--- src/rtl/axi_pkg.sv ---
// axi_pkg: shared AXI burst/response codes, bridge FSM states and response merging
package axi_pkg;
    typedef enum logic [1:0] {BURST_FIXED = 2'b00, BURST_INCR = 2'b01, BURST_WRAP = 2'b10} burst_e;
    typedef enum logic [1:0] {RESP_OKAY = 2'b00, RESP_EXOKAY = 2'b01, RESP_SLVERR = 2'b10, RESP_DECERR = 2'b11} resp_e;
    typedef enum logic [1:0] {R_IDLE, R_ADDR, R_DATA} rd_state_e;
    typedef enum logic [1:0] {W_IDLE, W_XFER, W_RESP, W_B} wr_state_e;

    // Numeric order of the codes doubles as severity order.
    function automatic logic [1:0] resp_max(input logic [1:0] a, input logic [1:0] b);
        return (a > b) ? a : b;
    endfunction
endpackage

--- src/rtl/axi_burst_addr_gen.sv ---
// axi_burst_addr_gen: per-burst address/beat tracker; FIXED holds, INCR and WRAP step by 1<<size
module axi_burst_addr_gen
    import axi_pkg::*;
#(
    parameter int ADDR_W = 12
) (
    input  logic              aclk,
    input  logic              areset,
    input  logic              load,
    input  logic              advance,
    input  logic [ADDR_W-1:0] addr_in,
    input  logic [7:0]        len_in,
    input  logic [2:0]        size_in,
    input  logic [1:0]        burst_in,
    output logic [ADDR_W-1:0] addr,
    output logic              last
);
    logic [7:0] beat, len;
    logic [2:0] size;
    logic [1:0] burst;

    always_ff @(posedge aclk or posedge areset) begin
        if (areset) begin
            addr  <= '0;
            beat  <= '0;
            len   <= '0;
            size  <= '0;
            burst <= '0;
        end else if (load) begin
            addr  <= addr_in;
            beat  <= '0;
            len   <= len_in;
            size  <= size_in;
            burst <= burst_in;
        end else if (advance) begin
            addr <= (burst == BURST_FIXED) ? addr : addr + (ADDR_W'(1) << size);
            beat <= beat + 8'd1;
        end
    end

    assign last = (beat == len);
endmodule

--- src/rtl/axi_burst_to_lite.sv ---
// axi_burst_to_lite: AXI4 burst slave to AXI4-Lite single-beat master bridge, independent read/write FSMs
module axi_burst_to_lite
    import axi_pkg::*;
#(
    parameter int AXI_DATA_WIDTH = 32,
    parameter int AXI_ADDR_WIDTH = 12,
    parameter int AXI_ID_WIDTH   = 4
) (
    input  logic                        aclk,
    input  logic                        areset,
    input  logic [AXI_ID_WIDTH-1:0]     s_axi_awid,
    input  logic [AXI_ADDR_WIDTH-1:0]   s_axi_awaddr,
    input  logic [7:0]                  s_axi_awlen,
    input  logic [2:0]                  s_axi_awsize,
    input  logic [1:0]                  s_axi_awburst,
    input  logic [2:0]                  s_axi_awprot,
    input  logic                        s_axi_awvalid,
    output logic                        s_axi_awready,
    input  logic [AXI_DATA_WIDTH-1:0]   s_axi_wdata,
    input  logic [AXI_DATA_WIDTH/8-1:0] s_axi_wstrb,
    input  logic                        s_axi_wlast,
    input  logic                        s_axi_wvalid,
    output logic                        s_axi_wready,
    output logic [AXI_ID_WIDTH-1:0]     s_axi_bid,
    output logic [1:0]                  s_axi_bresp,
    output logic                        s_axi_bvalid,
    input  logic                        s_axi_bready,
    input  logic [AXI_ID_WIDTH-1:0]     s_axi_arid,
    input  logic [AXI_ADDR_WIDTH-1:0]   s_axi_araddr,
    input  logic [7:0]                  s_axi_arlen,
    input  logic [2:0]                  s_axi_arsize,
    input  logic [1:0]                  s_axi_arburst,
    input  logic [2:0]                  s_axi_arprot,
    input  logic                        s_axi_arvalid,
    output logic                        s_axi_arready,
    output logic [AXI_ID_WIDTH-1:0]     s_axi_rid,
    output logic [AXI_DATA_WIDTH-1:0]   s_axi_rdata,
    output logic [1:0]                  s_axi_rresp,
    output logic                        s_axi_rlast,
    output logic                        s_axi_rvalid,
    input  logic                        s_axi_rready,
    output logic [AXI_ADDR_WIDTH-1:0]   m_axil_awaddr,
    output logic [2:0]                  m_axil_awprot,
    output logic                        m_axil_awvalid,
    input  logic                        m_axil_awready,
    output logic [AXI_DATA_WIDTH-1:0]   m_axil_wdata,
    output logic [AXI_DATA_WIDTH/8-1:0] m_axil_wstrb,
    output logic                        m_axil_wvalid,
    input  logic                        m_axil_wready,
    input  logic [1:0]                  m_axil_bresp,
    input  logic                        m_axil_bvalid,
    output logic                        m_axil_bready,
    output logic [AXI_ADDR_WIDTH-1:0]   m_axil_araddr,
    output logic [2:0]                  m_axil_arprot,
    output logic                        m_axil_arvalid,
    input  logic                        m_axil_arready,
    input  logic [AXI_DATA_WIDTH-1:0]   m_axil_rdata,
    input  logic [1:0]                  m_axil_rresp,
    input  logic                        m_axil_rvalid,
    output logic                        m_axil_rready
);
    rd_state_e rd_state, rd_next;
    wr_state_e wr_state, wr_next;
    logic [AXI_ID_WIDTH-1:0]   rid_q, bid_q;
    logic [2:0]                arprot_q, awprot_q;
    logic [1:0]                resp_acc;
    logic [AXI_ADDR_WIDTH-1:0] rd_addr, wr_addr;
    logic rd_last, wr_last, rd_load, rd_adv, wr_load, wr_adv;
    logic aw_done, w_done, last_err, aw_hs, w_hs;

    axi_burst_addr_gen #(.ADDR_W(AXI_ADDR_WIDTH)) u_rd_gen (
        .aclk(aclk), .areset(areset), .load(rd_load), .advance(rd_adv),
        .addr_in(s_axi_araddr), .len_in(s_axi_arlen), .size_in(s_axi_arsize), .burst_in(s_axi_arburst),
        .addr(rd_addr), .last(rd_last)
    );

    axi_burst_addr_gen #(.ADDR_W(AXI_ADDR_WIDTH)) u_wr_gen (
        .aclk(aclk), .areset(areset), .load(wr_load), .advance(wr_adv),
        .addr_in(s_axi_awaddr), .len_in(s_axi_awlen), .size_in(s_axi_awsize), .burst_in(s_axi_awburst),
        .addr(wr_addr), .last(wr_last)
    );

    assign m_axil_araddr = rd_addr;
    assign m_axil_arprot = arprot_q;
    assign s_axi_rid     = rid_q;
    assign s_axi_rdata   = m_axil_rdata;
    assign s_axi_rresp   = m_axil_rresp;
    assign s_axi_rlast   = rd_last;

    always_comb begin
        rd_next        = rd_state;
        s_axi_arready  = 1'b0;
        m_axil_arvalid = 1'b0;
        s_axi_rvalid   = 1'b0;
        m_axil_rready  = 1'b0;
        rd_load        = 1'b0;
        rd_adv         = 1'b0;
        case (rd_state)
            R_IDLE: begin
                s_axi_arready = !areset;
                rd_load       = s_axi_arvalid && !areset;
                rd_next       = rd_load ? R_ADDR : R_IDLE;
            end
            R_ADDR: begin
                m_axil_arvalid = 1'b1;
                rd_next        = m_axil_arready ? R_DATA : R_ADDR;
            end
            R_DATA: begin
                s_axi_rvalid  = m_axil_rvalid;
                m_axil_rready = s_axi_rready;
                if (m_axil_rvalid && s_axi_rready) begin
                    rd_next = rd_last ? R_IDLE : R_ADDR;
                    rd_adv  = !rd_last;
                end
            end
            default: rd_next = R_IDLE;
        endcase
    end

    always_ff @(posedge aclk or posedge areset) begin
        if (areset) begin
            rd_state <= R_IDLE;
            rid_q    <= '0;
            arprot_q <= '0;
        end else begin
            rd_state <= rd_next;
            if (rd_load) begin
                rid_q    <= s_axi_arid;
                arprot_q <= s_axi_arprot;
            end
        end
    end

    // Handshakes derived from state/flags directly so the FSM block never reads its own outputs.
    assign aw_hs = (wr_state == W_XFER) && !aw_done && m_axil_awready;
    assign w_hs  = (wr_state == W_XFER) && !w_done && s_axi_wvalid && m_axil_wready;

    assign m_axil_awaddr = wr_addr;
    assign m_axil_awprot = awprot_q;
    assign m_axil_wdata  = s_axi_wdata;
    assign m_axil_wstrb  = s_axi_wstrb;
    assign s_axi_bid     = bid_q;
    assign s_axi_bresp   = last_err ? RESP_SLVERR : resp_acc;

    always_comb begin
        wr_next        = wr_state;
        s_axi_awready  = 1'b0;
        m_axil_awvalid = 1'b0;
        m_axil_wvalid  = 1'b0;
        s_axi_wready   = 1'b0;
        m_axil_bready  = 1'b0;
        s_axi_bvalid   = 1'b0;
        wr_load        = 1'b0;
        wr_adv         = 1'b0;
        case (wr_state)
            W_IDLE: begin
                s_axi_awready = !areset;
                wr_load       = s_axi_awvalid && !areset;
                wr_next       = wr_load ? W_XFER : W_IDLE;
            end
            W_XFER: begin
                m_axil_awvalid = !aw_done;
                m_axil_wvalid  = s_axi_wvalid && !w_done;
                s_axi_wready   = m_axil_wready && !w_done;
                wr_next        = ((aw_done || aw_hs) && (w_done || w_hs)) ? W_RESP : W_XFER;
            end
            W_RESP: begin
                m_axil_bready = 1'b1;
                if (m_axil_bvalid) begin
                    wr_next = wr_last ? W_B : W_XFER;
                    wr_adv  = !wr_last;
                end
            end
            W_B: begin
                s_axi_bvalid = 1'b1;
                wr_next      = s_axi_bready ? W_IDLE : W_B;
            end
            default: wr_next = W_IDLE;
        endcase
    end

    always_ff @(posedge aclk or posedge areset) begin
        if (areset) begin
            wr_state <= W_IDLE;
            bid_q    <= '0;
            awprot_q <= '0;
            resp_acc <= RESP_OKAY;
            last_err <= 1'b0;
            aw_done  <= 1'b0;
            w_done   <= 1'b0;
        end else begin
            wr_state <= wr_next;
            aw_done  <= (wr_state == W_XFER) && (aw_done || aw_hs);
            w_done   <= (wr_state == W_XFER) && (w_done || w_hs);
            if (wr_load) begin
                bid_q    <= s_axi_awid;
                awprot_q <= s_axi_awprot;
                resp_acc <= RESP_OKAY;
                last_err <= 1'b0;
            end
            if (w_hs && (s_axi_wlast != wr_last))
                last_err <= 1'b1;
            if ((wr_state == W_RESP) && m_axil_bvalid)
                resp_acc <= resp_max(resp_acc, m_axil_bresp);
        end
    end
endmodule

--- config.mk ---
export PLATFORM = sky130hd
export DESIGN_NAME = axi_burst_to_lite
export DESIGN_NICKNAME = d
export VERILOG_FILES = /design/src/rtl/axi_pkg.sv /design/src/rtl/axi_burst_addr_gen.sv /design/src/rtl/axi_burst_to_lite.sv
export SDC_FILE = /design/constraint.sdc
export NUM_CORES = 1
export LEC_CHECK = 0
export CORE_MARGIN = 4
export CORE_UTILIZATION = 37
export CTS_CLUSTER_SIZE = 20
export DETAILED_ROUTE_END_ITERATION = 16
export MAX_ROUTING_LAYER = met4
export PLACE_DENSITY = 0.88
export REMOVE_ABC_BUFFERS = 1
export SLEW_MARGIN = 20
export SYNTH_ARGS = -nofsm -noshare
export SYNTH_HDL_FRONTEND = slang
export SYNTH_HIERARCHICAL = 1
export SYNTH_SLANG_ARGS = --single-unit
--- constraint.sdc ---
create_clock -name aclk -period 2.3 [get_ports aclk]
set_clock_uncertainty 0.05 [all_clocks]
set_input_delay 0.46 -clock aclk [delete_from_list [all_inputs] [get_ports aclk]]
set_output_delay 0.46 -clock aclk [all_outputs]
set_load 0.05 [all_outputs]
==> results.md, run 1 <==
### Clock tree
• **cell chosen for the clock root** sky130_fd_sc_hd__clkbuf_16
• **Bufs on Longest Clock Path** 2
• **number of clock sinks** 89
• **CTS H-Tree Depth** 3
• **hold buffer count at CTS** 0
• **number of buffers created by CTS** 9
• **clock insertion delay at the later pin of the skew report** 340 ps
• **clock slew seen by the registers of the worst setup and hold paths** 70 ps
• **TritonCTS clock tree** yes

### Synthesis
• **part of the Yosys area used for sequential elements** 0.410
• **Synth cell types** 46
• **mean instance size in the synthesized netlist** 9.96 um^2
• **Main synth FF type** sky130_fd_sc_hd__dfrtp_1
• **Synth Cell Area** 0.00544 mm^2
• **cell count after synthesis** 546
• **top cells by area, synth** sky130_fd_sc_hd__dfrtp_1, sky130_fd_sc_hd__buf_4, sky130_fd_sc_hd__mux2_2, sky130_fd_sc_hd__ha_1, sky130_fd_sc_hd__xnor2_1
• **most numerous cell in the Yosys netlist** sky130_fd_sc_hd__dfrtp_1
• **Synth warnings** 6
• **number of flops mapped to enable cells by yosys** 0
• **total of flip-flops plus latches after synthesis** 89
• **cell taking the most area after synthesis** sky130_fd_sc_hd__dfrtp_1
• **top cells by count, synth** sky130_fd_sc_hd__dfrtp_1, sky130_fd_sc_hd__buf_4, sky130_fd_sc_hd__mux2_2, sky130_fd_sc_hd__nand2_1
• **top-area cell type share of the netlist area** 0.410
• **proportion of synthesized flip-flops having asynchronous set or reset** 1.00

### Worst setup path
• **biggest fanout along the worst timing path** 4
• **family with the most delay on the worst path** compound AO/OA/AOI/OAI gates
• **arrival time of the worst setup path** 2480 ps
• **Worst setup EP type** flip-flop
• **end of the worst register-to-register path** u_rd_gen/addr[7]$_DFFE_PP0P_
• **worst setup path class** reg2reg
• **Critical Path Start Type** flip-flop
• **maximum single-stage delay on the critical path** 410 ps
• **cells along the critical path** or3b_4, inv_2, ha_4, a211oi_4, o31ai_2, o31ai_2, xnor2_1, a221o_1
• **endpoint required time on the critical path** 2470 ps
• **reg2reg setup slack** -9 ps
• **worst reg2reg startpoint** u_rd_gen/size[2]$_DFFE_PP0P_
• **Worst setup endpoint** u_rd_gen/addr[7]$_DFFE_PP0P_
• **slowest stage cell on the critical path** sky130_fd_sc_hd__dfrtp_1
• **number of buffer and inverter instances along the worst setup path** 1
• **depth of the worst register-to-register path** 8
• **critical path depth** 8
• **start point of the critical path** u_rd_gen/size[2]$_DFFE_PP0P_
• **most prevalent standard cell on the critical path** sky130_fd_sc_hd__o31ai_2

### Detailed routing
• **post-route antenna net violation count** 0
• **DR vias/cell** 5.15
• **post-route DRC violation count** 0
• **per-cell routed wire length** 21.5 um
• **total routed wirelength** 18300 um
• **Initial DRC Count** 221
• **first-pass detailed-route iteration total** 4
• **overall via count from detail_route** 4365

### Floorplan
• **total core area** 0.0145 mm^2
• **DIE AREA** 0.0167 mm^2
• **Die Wd** 129 um
• **number of top-level design ports** 270
• **die span in y** 129 um
• **std cell rows** 44
• **Initial Util** 0.376

### STA
• **unrepaired setup endpoints after global routing** true
• **clock period minus final worst setup slack** 2310 ps
• **top achievable clock speed** 433 MHz
• **Max transition margin** 0.630
• **tightest hold margin** 459 ps
• **final period utilization** 1.00
• **final hold violation count** 0
• **slew of the pin with the lowest slew margin** 553 ps
• **final setup violation count** 1
• **Max Slew Vio Count** 0
• **setup slack of the critical path after layout** -8.91 ps

### Cells and area
• **area growth from synthesis to layout** 37.2%
• **ant diodes** 0
• **Layout Utilization** 0.515
• **layout net count** 830
• **ratio of cells with drive above 1 in the final layout** 0.268

### Run status
• **failing checks** setup timing
• **status** finished with violations

### Run
• **number of violations of the max-capacitance limit** 0

### Global route
• **number of global-route vias before repair** 4369
• **initial antenna violation count** 0
• **first-pass GRT wire length** 26100 um
• **final global-route overflow total** 0
• **total global routing track utilization** 0.217
• **pin count of the biggest net entering global routing** 34

### Place
• **total half-perimeter wirelength after legalization and detailed placement** 14400 um
• **final estimated routing congestion in global placement** 0.896
• **number of port buffers** 129

### Worst hold path
• **origin of the worst min-delay path** m_axil_awprot[0]$_DFFE_PP0P_
• **class of the tightest hold or removal check** reg2reg

### Power and ir drop
• **static leakage** 3.14 nW
• **power density over the cells** 1380 mW/mm^2
• **peak supply drop** 1.07 mV

[logic make-up (layout without fill, tap and decap cells)]
logic type	after synthesis	count (layout)	synth area share
adders and majority gates	22	22	0.0534
buffers and inverters	103	221	0.121
DFF	89	89	0.410
xor gates and xnor gates	45	45	0.0725
muxes	46	46	0.0941
and+or+nand+nor	147	147	0.142
AOI/OAI and AO/OA	94	94	0.108
[stage by stage]
| step | power [mW] | TNS (ps) | cells | setup slack (ps) | cell area [um^2] |
|---|---|---|---|---|---|
| finish | 10.3 | -8.91 | 848 | -8.91 | 7460 |
| global route | 10.9 | -355 | 848 | -116 | 7460 |
| CTS | 9.91 | 0 | 846 | 7.17 | 7260 |
| detailed placement | 8.27 | -1790 | 826 | -239 | 6870 |
| global placement | 8.14 | -370 | 826 | -77.1 | 6870 |
| floorplan | 6.26 | -46400 | 459 | -1210 | 4840 |
[sequential cells by signal, indices dropped and copies added, names as in the netlist, 3 cells and up]
| signal | cells |
|---|---|
| u_wr_gen/len | 8 |
| s_axi_rid | 4 |
| u_rd_gen/addr | 12 |
| s_axi_bid | 4 |
| u_rd_gen/beat | 8 |
| m_axil_awprot | 3 |
| u_rd_gen/size | 3 |
| u_wr_gen/beat | 8 |
| u_wr_gen/addr | 12 |
| u_wr_gen/size | 3 |
| u_rd_gen/len | 8 |
| m_axil_arprot | 3 |
[worst min-delay path by stage]
stage                                         endpoint  slack [ps]  cells after the start
final                     m_axil_awprot[0]$_DFFE_PP0P_         460                      1
after detailed placement      s_axi_bid[2]$_DFFE_PP0P_         450                      1
after floorplan                      aw_done$_DFF_PP0_         410                      1
after global placement    m_axil_arprot[1]$_DFFE_PP0P_         440                      1
after global routing          s_axi_rid[3]$_DFFE_PP0P_         470                      1
after CTS                     s_axi_bid[2]$_DFFE_PP0P_         460                      1
[metal layers]
| layer | vias to the layer above | global-route usage | part of all wire | wire, um |
|---|---|---|---|---|
| met3 | 7 | 0.196 | 0.18 | 3240 |
| met4 | 0 | 0.0296 | 0.0057 | 104 |
| met1 | 2076 | 0.244 | 0.39 | 7170 |
| met2 | 233 | 0.294 | 0.42 | 7730 |
| li1 | 2049 | - | - | - |
| met5 | - | - | 0 | 0 |
[placed cells by master, fill, tap and decap left out, drive strengths merged, types with 9 or more instances in the layout]
cell | synthesis | final
ha | 20 | 20
inv | 16 | 18
xnor2 | 24 | 24
xor2 | 21 | 21
buf | 75 | 71
mux2 | 41 | 41
a21oi | 30 | 30
nor2 | 35 | 35
nor3b | 13 | 13
nand2 | 39 | 39
dfrtp | 89 | 89
clkbuf | 12 | 10
o21ai | 35 | 35
clkdlybuf4s50 | 0 | 116
nand2b | 9 | 9
nand4 | 10 | 10
[worst register-to-register path, stage by stage (launching register included)]
cell and delay (ps):
sky130_fd_sc_hd__dfrtp_1 410, sky130_fd_sc_hd__or3b_4 400, sky130_fd_sc_hd__inv_2 80, sky130_fd_sc_hd__ha_4 200, sky130_fd_sc_hd__a211oi_4 320, sky130_fd_sc_hd__o31ai_2 140, sky130_fd_sc_hd__o31ai_2 210, sky130_fd_sc_hd__xnor2_1 100
sky130_fd_sc_hd__a221o_1 290
[power breakdown]
group          leakage (nW)  internal (mW)  switching (mW)
clock network         0.143          0.846           0.612
logic                  1.88           2.64            3.36
registers              1.11           2.22           0.571
total                  3.14           5.71            4.55
[final cells by class]
type / instances / area (um^2)
clock inverter: 6 / 65.1
fill: 1252 / 7020
timing repair buffer: 189 / 1850
multi-input combinational: 354 / 2800
clock buffer: 10 / 229
sequential: 89 / 2230
tap: 184 / 230
inverter: 16 / 60.1
[repair_timing]
| item | 4_1_cts | 5_1_grt |
|---|---|---|
| endpoints found under the setup margin | 13 | 17 |
| buffers inserted | 4 | 3 |
| hold endpoints to repair | 0 | 0 |
| pin swaps | 11 | 26 |
| resized for setup | 19 | 45 |
Note: power is estimated with default switching activity, not from simulation.
==> run 2, diff against run 1 <==
Settings changed: CORE_MARGIN 4 to unset.
==> results.md, run 2 (synthesized netlist as in run 1, its figures left out) <==
### STA
• **setup slack of the critical path after layout** -35.8 ps
• **clock period minus final worst setup slack** 2340 ps
• **unrepaired setup endpoints after global routing** true
• **Post-Route Setup TNS** -35.8 ps
• **Max transition margin** 0.637
• **slew of the pin with the lowest slew margin** 542 ps
• **top achievable clock speed** 428 MHz
• **final period utilization** 1.02
• **final hold violation count** 0
• **Max Slew Vio Count** 0
• **final setup violation count** 1

### Cells and area
• **leading registers by flop count** u_rd_gen/addr x12, u_wr_gen/addr x12
• **non-filler cells in the finished layout** 851
• **leading cell types in the layout, fill and taps excluded** sky130_fd_sc_hd__clkdlybuf4s50_1, sky130_fd_sc_hd__dfrtp_1, sky130_fd_sc_hd__buf_4
• **area growth from synthesis to layout** 38.1%
• **layout net count** 837
• **Fill cells** 1199
• **post-route cell area** 0.00751 mm^2
• **ant diodes** 0
• **most frequent standard cell in the layout excluding fill and tap cells** sky130_fd_sc_hd__clkdlybuf4s50_1
• **ratio of cells with drive above 1 in the final layout** 0.271

### Power and ir drop
• **share of total power in combinational logic** 0.593
• **power spent charging and discharging nets** 4.57 mW
• **fraction of power consumed by the clock network** 0.137
• **power density over the cells** 1370 mW/mm^2
• **peak supply drop** 1.09 mV
• **static leakage** 3.18 nW
• **sequential share of power** 0.270
• **Internal Dissipation** 5.70 mW
• **Switching Fraction** 0.445

### Floorplan
• **number of top-level design ports** 270
• **Initial Util** 0.386
• **total core area** 0.0141 mm^2
• **Die Wd** 123 um
• **std cell rows** 43
• **DIE AREA** 0.0152 mm^2
• **die span in y** 123 um

### Run
• **number of violations of the max-capacitance limit** 0

### Worst setup path
• **cells along the critical path** or3b_4, inv_2, ha_4, a211oi_4, buf_4, o31ai_4, o31ai_2, xnor2_1, a221o_1
• **arrival time of the worst setup path** 2520 ps
• **worst reg2reg startpoint** u_wr_gen/size[2]$_DFFE_PP0P_
• **biggest fanout along the worst timing path** 3
• **maximum single-stage delay on the critical path** 410 ps
• **family with the most delay on the worst path** compound AO/OA/AOI/OAI gates
• **slowest stage cell on the critical path** sky130_fd_sc_hd__dfrtp_1
• **worst setup path class** reg2reg
• **start point of the critical path** u_wr_gen/size[2]$_DFFE_PP0P_
• **Critical Path Start Type** flip-flop
• **endpoint required time on the critical path** 2490 ps
• **Worst setup EP type** flip-flop
• **number of buffer and inverter instances along the worst setup path** 2

### Detailed routing
• **post-route DRC violation count** 0
• **post-route antenna net violation count** 0
• **DR vias/cell** 5.23
• **per-cell routed wire length** 21.0 um
• **total routed wirelength** 17900 um
• **Initial DRC Count** 187
• **first-pass detailed-route iteration total** 4
• **overall via count from detail_route** 4454

### Clock tree
• **number of clock sinks** 89
• **clock insertion delay at the later pin of the skew report** 350 ps
• **cell chosen for the clock root** sky130_fd_sc_hd__clkbuf_16
• **number of buffers created by CTS** 9
• **clock slew seen by the registers of the worst setup and hold paths** 70 ps
• **CTS H-Tree Depth** 3
• **Bufs on Longest Clock Path** 2
• **TritonCTS clock tree** yes

### Worst hold path
• **origin of the worst min-delay path** s_axi_rid[0]$_DFFE_PP0P_
• **class of the tightest hold or removal check** reg2reg

### Global route
• **first-pass GRT wire length** 25500 um
• **pin count of the biggest net entering global routing** 34
• **total global routing track utilization** 0.244
• **number of global-route vias before repair** 4264
• **routing layer with the top usage in global route** met2
• **global-route met1 utilization** 0.251
• **global routing usage on met2** 0.332
• **final global-route overflow total** 0
• **met3 capacity usage during global routing** 0.232
• **initial antenna violation count** 0

### Run status
• **failing checks** setup timing
• **status** finished with violations

### Place
• **final estimated routing congestion in global placement** 0.924
• **total half-perimeter wirelength after legalization and detailed placement** 14300 um
• **cell count after placement** 829
• **number of port buffers** 129
• **cell area after placement** 0.00693 mm^2

==> run 2: changes by cell type in the layout (fill, tap and decap cells not counted), moves of 2 or more <==
cell,change
sky130_fd_sc_hd__nor3b_1,-2
sky130_fd_sc_hd__buf_6,-2
sky130_fd_sc_hd__buf_4,+7
sky130_fd_sc_hd__o31ai_2,-2
sky130_fd_sc_hd__nor3b_2,+3
sky130_fd_sc_hd__o31ai_4,+2
==> run 2: per-stage QoR <==
step	hold WS, ps	util	total power, mW	worst slack, ps
floorplan	412	-	6.26	-1210
global placement	439	0.492	8.19	-129
detailed placement	444	0.492	8.32	-218
CTS	458	0.515	9.84	-59.7
global route	473	0.533	10.9	-125
finish	455	0.533	10.3	-35.8
==> run 2: metal layers <==
metal / routed length, um / vias to the layer above
li1: - / 2074
met1: 6630 / 2093
met4: 231 / 0
met3: 3580 / 19
met2: 7460 / 268
met5: 0 / -
==> run 2: worst reg2reg max path, stage by stage, from the launching register on <==
cell and delay (ps):
sky130_fd_sc_hd__dfrtp_1 410, sky130_fd_sc_hd__or3b_4 390, sky130_fd_sc_hd__inv_2 80, sky130_fd_sc_hd__ha_4 200, sky130_fd_sc_hd__a211oi_4 240, sky130_fd_sc_hd__buf_4 150, sky130_fd_sc_hd__o31ai_4 80, sky130_fd_sc_hd__o31ai_2 240
sky130_fd_sc_hd__xnor2_1 100, sky130_fd_sc_hd__a221o_1 280
==> run 2: repair_timing <==
item | CTS | global route
resized for setup | 14 | 49
hold buffers | 0 | 0
buffers inserted | 1 | 6
pin swaps | 8 | 27
setup endpoints to repair | 14 | 19
==> run 2: worst paths after layout <==
path,slack (ps),to,depth (start not counted)
max,-40,u_wr_gen/addr[7]$_DFFE_PP0P_,9
min,450,s_axi_rid[0]$_DFFE_PP0P_,1
max in group asynchronous,1140,m_axil_arprot[1]$_DFFE_PP0P_,4
max reg2reg,-40,u_wr_gen/addr[7]$_DFFE_PP0P_,9
min in group asynchronous,620,u_rd_gen/len[2]$_DFFE_PP0P_,3
min reg2reg,450,s_axi_rid[0]$_DFFE_PP0P_,1
==> run 2: power by group through the flow <==
stage                     combinational, mW  sequential (mW)  clock (mW)
after CTS                              5.63             2.77        1.45
after detailed placement               5.54             2.78           0
after global placement                 5.43             2.76           0
final                                  6.09             2.77        1.40
after global routing                   6.51             2.87        1.51
after floorplan                        2.42             3.84           0
==> run 2: final cells by class <==
type / count / area, um^2 / area share
Multi-Input combinational cell: 354 / 2800 / 0.373
Sequential cell: 89 / 2230 / 0.297
Timing Repair Buffer: 196 / 1920 / 0.255
Clock buffer: 11 / 243 / 0.0323
Tap cell: 180 / 225 / 0.0300
Inverter: 16 / 60.1 / 0.00800
Clock inverter: 5 / 37.5 / 0.00500
==> run 3, diff against run 2 <==
Settings changed: CORE_UTILIZATION 37 to 41, PLACE_DENSITY 0.88 to 0.92.
Clock period 2.3 ns to 2.2 ns, I/O delays scaled along.
==> results.md, run 3 (synthesized netlist as in run 1, its figures left out) <==
### STA
• **Max transition margin** 0.652
• **setup slack of the critical path after layout** -152 ps
• **slew of the pin with the lowest slew margin** 521 ps
• **Post-Route Setup TNS** -702 ps
• **unrepaired setup endpoints after global routing** true
• **final hold violation count** 0
• **top achievable clock speed** 425 MHz
• **Max Slew Vio Count** 0
• **final setup violation count** 12
• **final period utilization** 1.07
• **tightest hold margin** 456 ps
• **clock period minus final worst setup slack** 2350 ps

### Clock tree
• **hold buffer count at CTS** 0
• **cell chosen for the clock root** sky130_fd_sc_hd__clkbuf_16
• **Bufs on Longest Clock Path** 2
• **number of clock sinks** 89
• **TritonCTS clock tree** yes
• **clock slew seen by the registers of the worst setup and hold paths** 60 ps
• **CTS H-Tree Depth** 3
• **clock insertion delay at the later pin of the skew report** 340 ps
• **number of buffers created by CTS** 9

### Power and ir drop
• **peak supply drop** 0.834 mV
• **power density over the cells** 1450 mW/mm^2
• **static leakage** 3.25 nW
• **final total power** 11.2 mW

### Floorplan
• **DIE AREA** 0.0137 mm^2
• **total core area** 0.0128 mm^2
• **number of top-level design ports** 270
• **std cell rows** 41
• **Die Wd** 117 um
• **Initial Util** 0.426
• **die span in y** 117 um

### Place
• **final estimated routing congestion in global placement** 0.916
• **pre-CTS setup slack** -240 ps
• **total half-perimeter wirelength after legalization and detailed placement** 15700 um
• **number of port buffers** 129

### Cells and area
• **leading registers by flop count** u_rd_gen/addr x12, u_wr_gen/addr x12
• **layout net count** 854
• **area growth from synthesis to layout** 42.0%
• **most frequent standard cell in the layout excluding fill and tap cells** sky130_fd_sc_hd__clkdlybuf4s50_1
• **Layout Utilization** 0.605
• **ant diodes** 0
• **leading cell types in the layout, fill and taps excluded** sky130_fd_sc_hd__clkdlybuf4s50_1, sky130_fd_sc_hd__dfrtp_1, sky130_fd_sc_hd__buf_4
• **ratio of cells with drive above 1 in the final layout** 0.327

### Global route
• **initial antenna violation count** 0
• **pin count of the biggest net entering global routing** 34
• **first-pass GRT wire length** 29000 um
• **final global-route overflow total** 0
• **total global routing track utilization** 0.311
• **number of global-route vias before repair** 4801

### Detailed routing
• **Initial DRC Count** 223
• **per-cell routed wire length** 24.0 um
• **post-route DRC violation count** 0
• **DR vias/cell** 5.49
• **post-route antenna net violation count** 0
• **first-pass detailed-route iteration total** 5
• **total routed wirelength** 20600 um
• **overall via count from detail_route** 4711

### Run
• **number of violations of the max-capacitance limit** 0

### Worst setup path
• **Critical Path Start Type** flip-flop
• **biggest fanout along the worst timing path** 4
• **endpoint required time on the critical path** 2380 ps
• **Worst setup EP type** flip-flop
• **arrival time of the worst setup path** 2530 ps
• **worst setup path class** reg2reg

### Run status
• **status** finished with violations
• **failing checks** setup timing

### Worst hold path
• **class of the tightest hold or removal check** reg2reg

[run 3: cell count changes in the layout (fill, tap and decap cells not counted), sizes merged]
cell,before,now
inv,18,17
clkinv,1,2
clkdlybuf4s50,117,116
dlymetal6s2s,2,1
clkbuf,11,9
buf,77,95
dlygate4sd2,0,1
[run 3: layer usage]
metal  part of all wire  global-route usage  vias to the layer above
li1                   -                   -                     2096
met1               0.31               0.264                     2246
met2               0.45               0.470                      310
met3               0.20               0.288                       59
met4              0.032               0.129                        0
met5                  0                   -                        -
[run 3: worst max-delay path: stages (launching register included)]
cell                       delay (ps)
sky130_fd_sc_hd__dfrtp_1          400
sky130_fd_sc_hd__or3b_4           420
sky130_fd_sc_hd__inv_4             80
sky130_fd_sc_hd__ha_4             200
sky130_fd_sc_hd__a211oi_4         380
sky130_fd_sc_hd__o31ai_4          100
sky130_fd_sc_hd__o31ai_2          210
sky130_fd_sc_hd__xnor2_1          100
sky130_fd_sc_hd__a221o_1          290
[run 3: power by group]
part / switching (mW) / total (mW) / internal (mW) / leakage (nW)
registers: 0.623 / 2.95 / 2.33 / 1.11
logic: 3.77 / 6.84 / 3.07 / 2.02
clock network: 0.651 / 1.40 / 0.753 / 0.124
total: 5.04 / 11.2 / 6.15 / 3.25
[run 3: area by class of cell]
| class | count | area [um^2] |
|---|---|---|
| clock inverter | 5 | 33.8 |
| fill | 969 | 5050 |
| clock buffer | 9 | 225 |
| sequential | 89 | 2230 |
| multi-input combinational | 354 | 2920 |
| inverter | 16 | 62.6 |
| timing repair buffer | 213 | 2040 |
| tap | 172 | 215 |
[run 3: worst paths after layout]
check,startpoint,to,slack [ps],cells after the start
worst max-delay path,u_wr_gen/size[0]$_DFFE_PP0P_,u_wr_gen/addr[7]$_DFFE_PP0P_,-150,8
worst min-delay path,m_axil_arprot[2]$_DFFE_PP0P_,m_axil_arprot[2]$_DFFE_PP0P_,460,1
worst max register to register,u_wr_gen/size[0]$_DFFE_PP0P_,u_wr_gen/addr[7]$_DFFE_PP0P_,-150,8
worst min register to register,m_axil_arprot[2]$_DFFE_PP0P_,m_axil_arprot[2]$_DFFE_PP0P_,460,1
max in group asynchronous,areset,u_wr_gen/beat[0]$_DFFE_PP0P_,1050,4
min in group asynchronous,areset,s_axi_rid[3]$_DFFE_PP0P_,540,3
[run 3: what timing repair did]
item | 4_1_cts | 5_1_grt
resized for setup | 46 | 50
endpoints found under the setup margin | 19 | 25
cloned | 0 | 0
buffers inserted | 7 | 9
pin swaps | 24 | 35
[run 3: through the flow]
stage	cells	instance area, um^2
6_report	858	7720
5_1_grt	858	7720
4_1_cts	852	7490
3_5_place_dp	831	6980
3_3_place_gp	831	6980
2_1_floorplan	459	4840
